### src/rtl/load_store_unit.sv
// Data-memory load/store unit: byte-lane steering, extension, strobes, req/ready/rvalid handshake with timeout.
// Define LSU_MISALIGN_SPLIT_EN to split word-crossing misaligned accesses into two aligned beats.
module load_store_unit #(
  parameter int unsigned XLEN        = 32,
  parameter int unsigned ADDR_W      = 32,
  parameter int unsigned TIMEOUT_CYC = 16
) (
  input  logic              clk,
  input  logic              reset,
  input  logic              start,
  input  logic [2:0]        funct3,
  input  logic              is_store,
  input  logic [ADDR_W-1:0] addr,
  input  logic [XLEN-1:0]   wdata,
  output logic              busy,
  output logic              done,
  output logic [XLEN-1:0]   rdata,
  output logic              err_misalign,
  output logic              err_timeout,
  output logic              mem_req,
  output logic              mem_we,
  output logic [ADDR_W-1:0] mem_addr,
  output logic [XLEN-1:0]   mem_wdata,
  output logic [XLEN/8-1:0] mem_wstrb,
  input  logic              mem_ready,
  input  logic              mem_rvalid,
  input  logic [XLEN-1:0]   mem_rdata
);

  localparam int unsigned SB    = XLEN / 8;
  localparam int unsigned SB2   = 2 * SB;
  localparam int unsigned OFF_W = $clog2(SB);
  localparam int unsigned CNT_W = $clog2(TIMEOUT_CYC + 1);

  typedef enum logic [1:0] {S_IDLE, S_REQ, S_RESP, S_DONE} state_e;

  state_e            state_q, state_d;
  logic              beat_q, beat_d, two_q, two_d, store_q, store_d;
  logic [2:0]        f3_q, f3_d;
  logic [OFF_W-1:0]  off_q, off_d;
  logic [ADDR_W-1:0] base_q, base_d;
  logic [XLEN-1:0]   wdata_q, wdata_d, lo_q, lo_d, rdata_q, rdata_d;
  logic              errm_q, errm_d, errt_q, errt_d;
  logic [CNT_W-1:0]  cnt_q, cnt_d;

  int unsigned       nb_in, nb_q;
  logic              err_in, two_in;
  logic [XLEN-1:0]   wdata_in, raw, keep, ld_ext;
  logic [2*XLEN-1:0] wwide, rd_cat;
  logic [SB2-1:0]    swide;
  logic [OFF_W+2:0]  shamt;
  logic              sign, rd_take;

  // Request decode from the live inputs (only consumed on the start edge).
  always_comb begin
    nb_in    = 32'd1 << funct3[1:0];
    wdata_in = wdata & ~({XLEN{1'b1}} << (nb_in * 8));
`ifdef LSU_MISALIGN_SPLIT_EN
    err_in = (nb_in > SB) || (is_store && funct3[2]);
    two_in = (32'(addr[OFF_W-1:0]) + nb_in) > SB;
`else
    err_in = (nb_in > SB) || (is_store && funct3[2]) ||
             ((32'(addr[OFF_W-1:0]) & (nb_in - 32'd1)) != 32'd0);
    two_in = 1'b0;
`endif
  end

  // Both beats are views of one double-width lane-shifted word; beat 1 takes the upper half.
  always_comb begin
    nb_q   = 32'd1 << f3_q[1:0];
    shamt  = {off_q, 3'b000};
    wwide  = {{XLEN{1'b0}}, wdata_q} << shamt;
    swide  = ((SB2'(1) << nb_q) - SB2'(1)) << off_q;
    rd_cat = beat_q ? {mem_rdata, lo_q} : {{XLEN{1'b0}}, mem_rdata};
    raw    = XLEN'(rd_cat >> shamt);
    keep   = ~({XLEN{1'b1}} << (nb_q * 8));
    case (f3_q[1:0])
      2'b00:   sign = raw[7];
      2'b01:   sign = raw[15];
      2'b10:   sign = raw[31];
      default: sign = raw[XLEN-1];
    endcase
    ld_ext = (raw & keep) | (~keep & {XLEN{sign & ~f3_q[2]}});
  end

  always_comb begin
    state_d = state_q;
    beat_d  = beat_q;
    two_d   = two_q;
    store_d = store_q;
    f3_d    = f3_q;
    off_d   = off_q;
    base_d  = base_q;
    wdata_d = wdata_q;
    lo_d    = lo_q;
    rdata_d = rdata_q;
    errm_d  = errm_q;
    errt_d  = errt_q;
    cnt_d   = cnt_q;
    rd_take = 1'b0;
    case (state_q)
      S_IDLE: if (start) begin
        store_d = is_store;
        f3_d    = funct3;
        off_d   = addr[OFF_W-1:0];
        base_d  = {addr[ADDR_W-1:OFF_W], {OFF_W{1'b0}}};
        wdata_d = wdata_in;
        beat_d  = 1'b0;
        two_d   = two_in;
        cnt_d   = '0;
        if (err_in) begin
          errm_d  = 1'b1;
          state_d = S_DONE;
        end else begin
          state_d = S_REQ;
        end
      end
      S_REQ: begin
        if (mem_ready) begin
          cnt_d = '0;
          if (store_q) begin
            if (two_q && !beat_q) beat_d = 1'b1;
            else                  state_d = S_DONE;
          end else if (mem_rvalid) begin
            rd_take = 1'b1;
          end else begin
            state_d = S_RESP;
          end
        end else if (cnt_q == CNT_W'(TIMEOUT_CYC - 1)) begin
          errt_d  = 1'b1;
          state_d = S_DONE;
        end else begin
          cnt_d = cnt_q + CNT_W'(1);
        end
      end
      S_RESP: begin
        if (mem_rvalid) begin
          rd_take = 1'b1;
        end else if (cnt_q == CNT_W'(TIMEOUT_CYC - 1)) begin
          errt_d  = 1'b1;
          state_d = S_DONE;
        end else begin
          cnt_d = cnt_q + CNT_W'(1);
        end
      end
      default: begin
        errm_d  = 1'b0;
        errt_d  = 1'b0;
        state_d = S_IDLE;
      end
    endcase
    if (rd_take) begin
      cnt_d = '0;
      if (two_q && !beat_q) begin
        lo_d    = mem_rdata;
        beat_d  = 1'b1;
        state_d = S_REQ;
      end else begin
        rdata_d = ld_ext;
        state_d = S_DONE;
      end
    end
  end

  always_ff @(posedge clk or negedge reset) begin
    if (!reset) begin
      state_q <= S_IDLE;
      beat_q  <= 1'b0;
      two_q   <= 1'b0;
      store_q <= 1'b0;
      f3_q    <= '0;
      off_q   <= '0;
      base_q  <= '0;
      wdata_q <= '0;
      lo_q    <= '0;
      rdata_q <= '0;
      errm_q  <= 1'b0;
      errt_q  <= 1'b0;
      cnt_q   <= '0;
    end else begin
      state_q <= state_d;
      beat_q  <= beat_d;
      two_q   <= two_d;
      store_q <= store_d;
      f3_q    <= f3_d;
      off_q   <= off_d;
      base_q  <= base_d;
      wdata_q <= wdata_d;
      lo_q    <= lo_d;
      rdata_q <= rdata_d;
      errm_q  <= errm_d;
      errt_q  <= errt_d;
      cnt_q   <= cnt_d;
    end
  end

  assign busy         = (state_q != S_IDLE);
  assign done         = (state_q == S_DONE);
  assign rdata        = rdata_q;
  assign err_misalign = errm_q;
  assign err_timeout  = errt_q;
  assign mem_req      = (state_q == S_REQ);
  assign mem_we       = mem_req & store_q;
  assign mem_addr     = mem_req ? base_q + (beat_q ? ADDR_W'(SB) : '0) : '0;
  assign mem_wdata    = mem_we ? (beat_q ? wwide[2*XLEN-1:XLEN] : wwide[XLEN-1:0]) : '0;
  assign mem_wstrb    = mem_we ? (beat_q ? swide[SB2-1:SB] : swide[SB-1:0]) : '0;

endmodule
### config.mk
export PLATFORM = sky130hd
export DESIGN_NAME = load_store_unit
export DESIGN_NICKNAME = d
export VERILOG_FILES = /design/src/rtl/load_store_unit.sv
export SDC_FILE = /design/constraint.sdc
export NUM_CORES = 1
export LEC_CHECK = 0
export CORE_MARGIN = 3
export CORE_UTILIZATION = 40
export CTS_BUF_LIST = sky130_fd_sc_hd__clkbuf_4 sky130_fd_sc_hd__clkbuf_8
export CTS_CLUSTER_SIZE = 14
export DETAILED_ROUTE_END_ITERATION = 10
export PLACE_DENSITY = 0.72
export SLEW_MARGIN = 30
export SYNTH_ARGS = -nofsm -noshare
export SYNTH_HDL_FRONTEND = slang
export SYNTH_SLANG_ARGS = --single-unit
### constraint.sdc
create_clock -name clk -period 1.92 [get_ports clk]
set_input_delay 0.288 -clock clk [delete_from_list [all_inputs] [get_ports clk]]
set_output_delay 0.288 -clock clk [all_outputs]
set_load 0.05 [all_outputs]
== After elaboration in Yosys (flattened, before gate mapping) ==
Index checks and enable logic that the tools add are counted.
Word-level totals
  output and inout port bits: 106
  bits in registers: 109
Cells by class
  order comparisons: 1
  muxes and demuxes: 30
  add/sub/neg operators: 3
  reductions and logical operators: 14
  shifts and indexed selects: 8
  equal/unequal tests: 12
  bitwise logic cells: 13
Operators by type and width (number)
  32-bit AND: 3
  32-bit inverter: 3
  32-bit two-way mux: 2
  1-bit by 2-bit left shift with 32-bit output (first input constant): 2
  32-bit by 32-bit left shift with 32-bit output (first input constant): 2
  2-bit by 32-bit AND with 32-bit output: 1
  32-bit by 3-bit greater-than comparator with 1-bit output (second input constant): 1
  32-bit bitwise OR: 1
  32-bit nonzero test: 1
  1-bit by 32-bit left shift with 8-bit output (first input constant): 1
  32-bit by 5-bit left shift with 32-bit output: 1
  32-bit by 5-bit right shift with 32-bit output: 1
  32-bit by 1-bit subtractor with 32-bit output (second input constant): 1
  5-bit two-way mux: 5
  2-bit two-way mux: 8
  5-bit one-hot mux with 3 select lines: 1
  3-bit AND reduction: 4
  1-bit two-way mux: 8
  2-bit inequality test (second input constant): 4
  8-bit by 2-bit left shift with 4-bit output: 1
  8-bit by 2-bit subtractor with 8-bit output (second input constant): 1
  3-bit inequality test (second input constant): 2
  1-bit one-hot mux with 2 select lines: 3
  2-bit one-hot mux with 3 select lines: 1
  16 further kinds: 23

== Depth between registers and ports, before layout ==
Gate-level depths: netlist of run 1.
  depth in word-level cells: 9
  gate-level depth with buffers: 8
  gate-level depth less buffers: 6

== Least setup slack after synthesis of run 1 ==
No wires, ideal clock.
  path type: register -> output
  start: reg state_q[1]
  end: out mem_wstrb[2]
  arrival: 2.673 ns
  stages on the path, launching flop included: 7
  slack: -1.041 ns
  path through: dfrtp_1 inv_1 ha_1 buf_4 nand2_1 clkbuf_1 a211oi_1
Between the ends
  longest elaborated chain between the ends: 3
RTL lines
  start: declaration: RTL line 37  | state_e state_q, state_d;
  start signal: assignment: RTL line 181  | state_q <= state_d;
  2-bit by 1-bit equality test with 1-bit output: RTL line 202  | assign mem_req = (state_q == S_REQ);
  named net mem_req: RTL line 20  | output logic mem_req,
  1-bit AND: RTL line 203  | assign mem_we = mem_req & store_q;
  4-bit two-way mux: RTL line 206  | assign mem_wstrb = mem_we ? (beat_q ? swide[SB2-1:SB] : swide[SB-1:0]) : '0;
  end: declaration: RTL line 24  | output logic [XLEN/8-1:0] mem_wstrb,
The timed path passes the listed nets, and every way through them passes these cells.

== Worst setup path in the final report of run 1 ==
  start: reg state_q[1]
  end: out mem_wdata[14]
Between the ends
  longest elaborated chain between the ends: 3
RTL lines
  2-bit by 1-bit equality test with 1-bit output: RTL line 202
  1-bit AND: RTL line 203
  32-bit two-way mux: RTL line 205  | assign mem_wdata = mem_we ? (beat_q ? wwide[2*XLEN-1:XLEN] : wwide[XLEN-1:0]) : '0;
  end: declaration: RTL line 23  | output logic [XLEN-1:0] mem_wdata,
No other way between the ends.

==> impl_results.md, run 1 <==
- Fin cells: 994
- Post-synthesis cell type count: 52
- Pins Over Slew Limit: 0
- CP max FO: 9
- Vias: 5319
- Final WS setup: -0.1812 ns
- Clk buf depth: 2
- Post-Syn Instances: 567
- Maximum vdd ir drop: 0.7662 mV
- Gr ovfl total: 0
- R2R depth: 8
- ANT cells: 0
- Slew HR: 64.79%
- Avg Inst Size Synth: 10.30 µm²
- Synth area leaders: dfrtp_1 47%, mux2_2 10%, mux2i_1 5.8%, and2_1 4.1%, a21oi_1 3.9%
- DRT Pass-1 Iters: 5
- CP cell instances: inv_2 > ha_4 > nand2_4 > or2_4 > buf_4 > nor2_2 > buf_12
- CP endpoint kind: primary output
- Post-layout instance area: approximately 0.010 mm²
- Setup TNS: -5.287 ns
- Vias in the first global route: 5529
- Leading area contributor after synthesis: dfrtp_1
- Slowest-stage cell, CP: dfrtp_1
- Total placed cells including tap cells: between 900 and 1000
- TritonCTS Sinks: 109
- WL final: approximately 19000 µm
- Routed WL per cell: between 15 and 20 µm
- Clk_skew: a little under 0.008 ns
- CTS buffer count: 9
- Fin. Hold Viols: 0
- Crit path largest cell delay: 0.40 ns
- Io pins: 211
- Yosys warns: 0
- First-pass GRT wire length: approximately 29000 µm
- Post-synth ARST share: 100.0%
- Final nets: 920
- Fillers: 947
- Pwr dens: 1691 mW/mm²
- Initial DRC count: 388
- Top cell type's share of synthesized area: 46.71%
- Crit path from: state_q[1]
- WHS: 0.3771 ns
- Crit path time final: around 2.1 ns
- Post-DP HPWL: 13820 µm
- GP Congestion: 0.9071
- Maximum number of pins on one net before global-route repair: 38
- Remaining DRCs: 0
- Reg2reg start: state_q[1]
- End of the critical path: mem_wdata[14]
- Layout cells sized above 1: 41.15%
- Critical Path Source Type: register
- P_leak: 4.170 nW
- HP Class: primary input to asynchronous set/reset pin
- Commonest register cell after synthesis: dfrtp_1
- Core ar.: 0.01410 mm²
- Most frequent cells in the layout: 135 x clkdlybuf4s50_1, 106 x dfrtp_1, 82 x buf_12
- Reg-to-Reg End: cnt_q[0]
- Register bit total from synthesis: 109
- Clk root buf: clkbuf_8
- # rows: 43
- TritonCTS clock tree: done
- Status: finished with violations
- Initial core utilization: a little over 40%
- Crit Path Category: register to primary output
- DP Area: 0.009315 mm²
- Commonest non-fill, non-tap cell in the layout: clkdlybuf4s50_1
- Fmax: 0.4759 GHz
- Least-Margin Pin Slew: 0.5265 ns
- Area Overhead vs Synth: 73.37%
- Setup violations, final: 60
- # H-tree levels: 3
- Failing checks: setup timing
- Die Wd: 126.8 µm
- Total GRT Usage: between 20% and 30%
- Port Buf Inserts: 208
- Critical Path RT: 1.63 ns
- Number of synthesized flops with an enable pin: 0
- RSZ-0062 raised after global routing: yes
- Post-route ant nets: 0
- Worst skew pair latency: 0.38 ns
- Arr. time, crit path: 1.81 ns
- Post-Syn Area: 0.005839 mm²
- DR vias/cell: 5.351
- Reg2reg setup slack: 0 ns
- Final period util: 109.4%
- Die area: 0.01608 mm²
- Antenna violations before repair: 1
- Chip height: 126.8 µm
- Sequential fraction of the synthesis area: 46.71%
- Reg clk slew, reported paths: 0.10 ns
- Max Cap Viol: 0
-- cells in the mapped netlist (2+ instances only) --
cell,instances
a31o_2,4
or2_2,9
nand3_1,4
a211oi_1,25
nor2b_1,17
nand2_1,48
a21oi_1,45
a22o_1,9
o22ai_1,9
o2bb2ai_1,7
nand2b_1,3
and2_1,38
buf_6,5
and3_1,2
mux2_2,53
mux2i_1,34
inv_1,5
o21ai_0,21
ha_1,5
clkbuf_1,12
dfrtp_1,109
nand4b_1,3
buf_2,18
nor2_1,49
buf_4,6
-- area by class of cell --
class / count / area [µm²] / area share [%]
clock buffer: 11 / 151.4 / 1.495
clock inverter: 4 / 47.55 / 0.4697
inverter: 5 / 25.02 / 0.2472
multi-input combinational: 412 / 3407 / 33.65
sequential: 109 / 2734 / 27.01
tap: 180 / 225.2 / 2.225
timing repair buffer: 273 / 3533 / 34.90
-- metrics by stage --
step | worst slack (ns) | utilization [%] | power, mW
after floorplan | -0.3292 | - | 10.44
after global placement | 0.03656 | 66.08 | 14.13
after detailed placement | -0.02486 | 66.08 | 14.43
after CTS | -0.2186 | 69.80 | 16.62
after global routing | -0.2674 | 71.82 | 18.00
final | -0.1812 | 71.82 | 17.12
-- where the power goes --
part / total [mW] / switching [mW] / internal, mW
Combinational: 11.4 / 6.16 / 5.28
Clock: 1.44 / 0.777 / 0.664
Sequential: 4.24 / 0.860 / 3.38
Total: 17.1 / 7.80 / 9.32
-- metal layers --
metal | routed length, µm | part of all wire (%) | vias to the layer above | GRT usage, %
li1 | - | - | 2457 | -
met1 | 7667 | 40 | 2647 | 27.74
met2 | 9514 | 50 | 182 | 37.42
met3 | 1325 | 7.0 | 31 | 6.358
met4 | 427 | 2.3 | 2 | 7.445
met5 | 9 | 0.048 | - | 0
-- registers in the layout, indices dropped and copies added (netlist names) --
signal	flops
cnt_q	5
state_q	2
store_q	1
off_q	2
f3_q	3
wdata_q	32
rdata	32
base_q	30
err_misalign	1
err_timeout	1
-- worst max-delay path: cells and delay by family, from the launching register on --
family / cells / cell delay [ns]
fa+ha+maj: 1 / 0.14
simple gates: 3 / 0.46
buf+inv: 3 / 0.43
flops: 1 / 0.40
-- how the worst min path moves through the flow --
| stage | to | slack (ns) | cells after the start |
|---|---|---|---|
| after floorplan | base_q[10] | -0.008 | 0 |
| after global placement | cnt_q[3] | 0.25 | 1 |
| after detailed placement | base_q[19] | 0.25 | 1 |
| after CTS | base_q[19] | 0.36 | 2 |
| after global routing | base_q[31] | 0.39 | 2 |
| final | base_q[19] | 0.38 | 2 |
-- cells by family (layout without fill, tap and decap cells) --
| family | after synthesis | count (layout) | share of synthesized area, % |
|---|---|---|---|
| and+or+nand+nor | 185 | 185 | 16.33 |
| xor gates and xnor gates | 1 | 1 | 0.1500 |
| AOI/OAI and AO/OA | 132 | 132 | 15.19 |
| DFF | 109 | 109 | 46.71 |
| muxes | 87 | 87 | 16.05 |
| buffers and inverters | 47 | 293 | 4.435 |
| other | 1 | 2 | 0.06422 |
| adders and majority gates | 5 | 5 | 1.071 |
-- repair_timing --
action | 4_1_cts | 5_1_grt
hold endpoints to repair | 25 | 0
pin swaps | 11 | 4
gates resized for setup | 79 | 29
endpoints found under the setup margin | 76 | 130
gates cloned | 0 | 4
hold buffers | 1 | 0
buffers inserted | 6 | 7
Power figures use the tool's default switching activity.
==> run 2: changes to the inputs <==
--- a/config.mk
+++ b/config.mk
@@ -11,6 +11,7 @@
 export CTS_CLUSTER_SIZE = 14
 export DETAILED_ROUTE_END_ITERATION = 10
 export PLACE_DENSITY = 0.72
+export SETUP_SLACK_MARGIN = 0.05
 export SLEW_MARGIN = 30
 export SYNTH_ARGS = -nofsm -noshare
 export SYNTH_HDL_FRONTEND = slang
==> run 2 against run 1 <==
Compared with the run above:
- the flow still finishes with violations (setup timing)
- cell count grew 1.6%
- fmax shrank 2.7%
- first-iteration DRC count down 2.3%
- sequential cell count did not move
- register-to-register slack got worse by 0.17 ns
- critical path type unchanged
==> impl_results.md, run 2 (synthesis results as in run 1) <==
- P_leak: 4.432 nW
- CP max FO: 9
- Clk root buf: clkbuf_8
- Maximum number of pins on one net before global-route repair: 40
- Max Cap Viol: 0
- Total GRT Usage: roughly a quarter
- Most frequent cells in the layout: 106 x dfrtp_1, 104 x clkdlybuf4s50_1, 84 x buf_12
- Crit Path Category: register to primary output
- Failing checks: setup timing
- Crit path time final: 2.159 ns
- Pwr dens: between 1500 and 2000 mW/mm²
- Post-route ant nets: 0
- Vias: 5444
- Antenna violations before repair: 0
- Clk buf depth: 2
- Die area: 0.01608 mm²
- Gr ovfl total: 0
- Final WS setup: -0.2392 ns
- R2R depth: 11
- First-pass GRT wire length: approximately 31000 µm
- TritonCTS Sinks: 109
- Commonest non-fill, non-tap cell in the layout: dfrtp_1
- Core ar.: approximately 0.014 mm²
- # rows: 43
- Area Overhead vs Synth: 78.53%
- Critical Path Source Type: register
- RSZ-0062 raised after global routing: yes
- Tot Pwr: about 18 mW
- Slew HR: 64.56%
- HP Class: primary input to asynchronous set/reset pin
- TritonCTS clock tree: done
- Reg clk slew, reported paths: approximately 0.1 ns
- Post-layout instance area: approximately 0.010 mm²
- Final nets: between 900 and 1000
- Clk_skew: between 0.006 and 0.007 ns
- Initial core utilization: roughly two fifths
- Fillers: a little under 1000
- Initial DRC count: 379
- Maximum vdd ir drop: about 0.80 mV
- Arr. time, crit path: roughly 1.9 ns
- CP endpoint kind: primary output
- # H-tree levels: 3
- DRT Pass-1 Iters: 5
- Die Wd: 126.8 µm
- DP Area: just over 0.009 mm²
- Reg-to-Reg End: rdata[25]
- CTS buffer count: 9
- Pins Over Slew Limit: 0
- Least-Margin Pin Slew: approximately 0.53 ns
- Final period util: 112.5%
- Fmax: 0.4631 GHz
- Post-DP HPWL: approximately 14000 µm
- Critical Path RT: ~1.6 ns
- Chip height: 126.8 µm
- Layout cells sized above 1: 42.41%
- Io pins: approximately 210
- Worst skew pair latency: 0.37 ns
- Vias in the first global route: 5805
- ANT cells: 0
- DR vias/cell: 5.390
- Fin. Hold Viols: 0
- Setup violations, final: 96
- WL final: between 20000 and 25000 µm
- Remaining DRCs: 0
- Reg2reg setup slack: -0.17 ns
- Reg2reg start: state_q[1]
- GP Congestion: ~0.91
- Port Buf Inserts: 208
- Routed WL per cell: 19.90 µm
- Status: finished with violations
## run 2: cell types whose count changed in the layout (fill, tap and decap cells not counted), moves of 4 or more
cell / previous run / this run
nor2_4: 11 / 20
buf_16: 1 / 6
dlygate4sd2_1: 0 / 19
clkdlybuf4s50_1: 135 / 104
mux2i_2: 2 / 6
buf_4: 41 / 45
nor2_2: 12 / 2
dlymetal6s2s_1: 0 / 12
## run 2: worst max-delay path by stage
stage                     from             to  slack (ns)  cells after the start
floorplan           state_q[1]   mem_wdata[0]       -0.33                      8
global placement     mem_ready       rdata[5]        0.07                      5
detailed placement  state_q[0]       rdata[6]        0.02                      6
CTS                 state_q[1]   mem_wdata[0]       -0.24                      7
global route        state_q[1]   mem_wdata[5]       -0.30                      7
finish                off_q[1]  mem_wdata[27]       -0.24                      5
## run 2: area by class of cell
cell class                 instances  area (µm²)  area share, %
timing repair buffer             288        3810          36.55
multi-input combinational        413        3437          32.97
sequential                       109        2736          26.25
tap                              180       225.2          2.160
clock buffer                      11       145.1          1.392
clock inverter                     4       48.80         0.4681
inverter                           5       22.52         0.2160
## run 2: stage by stage
step | TNS, ns | instances | setup WS [ns] | hold slack (ns) | utilization [%]
finish | -15.09 | 1010 | -0.2392 | 0.4257 | 73.96
detailed placement | 0 | 956 | 0.02347 | 0.3039 | 65.68
global placement | 0 | 956 | 0.07326 | 0.2996 | 65.68
global route | -21.92 | 1010 | -0.3005 | 0.4458 | 73.96
CTS | -10.88 | 994 | -0.2428 | 0.4228 | 71.47
floorplan | -6.244 | 568 | -0.3292 | -0.007591 | -
## run 2: layer usage
layer | GRT usage (%) | share of wire [%] | wire, µm | vias up
li1 | - | - | - | 2504
met1 | 29.92 | 40 | 7974 | 2699
met2 | 41.44 | 51 | 10180 | 212
met3 | 6.611 | 7.6 | 1537 | 29
met4 | 6.057 | 2.0 | 401 | 0
met5 | 0 | 0 | 0 | -
## run 2: repair_timing
action,4_1_cts,5_1_grt
cloned,6,5
buffers inserted,16,11
hold buffers,1,0
endpoints found under the hold margin,37,0
gates resized for setup,126,35
pin swaps,18,12
endpoints found under the setup margin,102,125
## run 2: worst max-delay path, cell delays in order, from the launching register on
cell      delay, ns
dfrtp_4        0.57
buf_12         0.18
mux2i_2        0.16
buf_4          0.15
a211oi_4       0.25
buf_12         0.18
## run 2: power by group
group | switching, mW | internal (mW)
clock | 0.784 | 0.646
combinational | 6.41 | 5.52
sequential | 0.879 | 3.39
total | 8.07 | 9.55
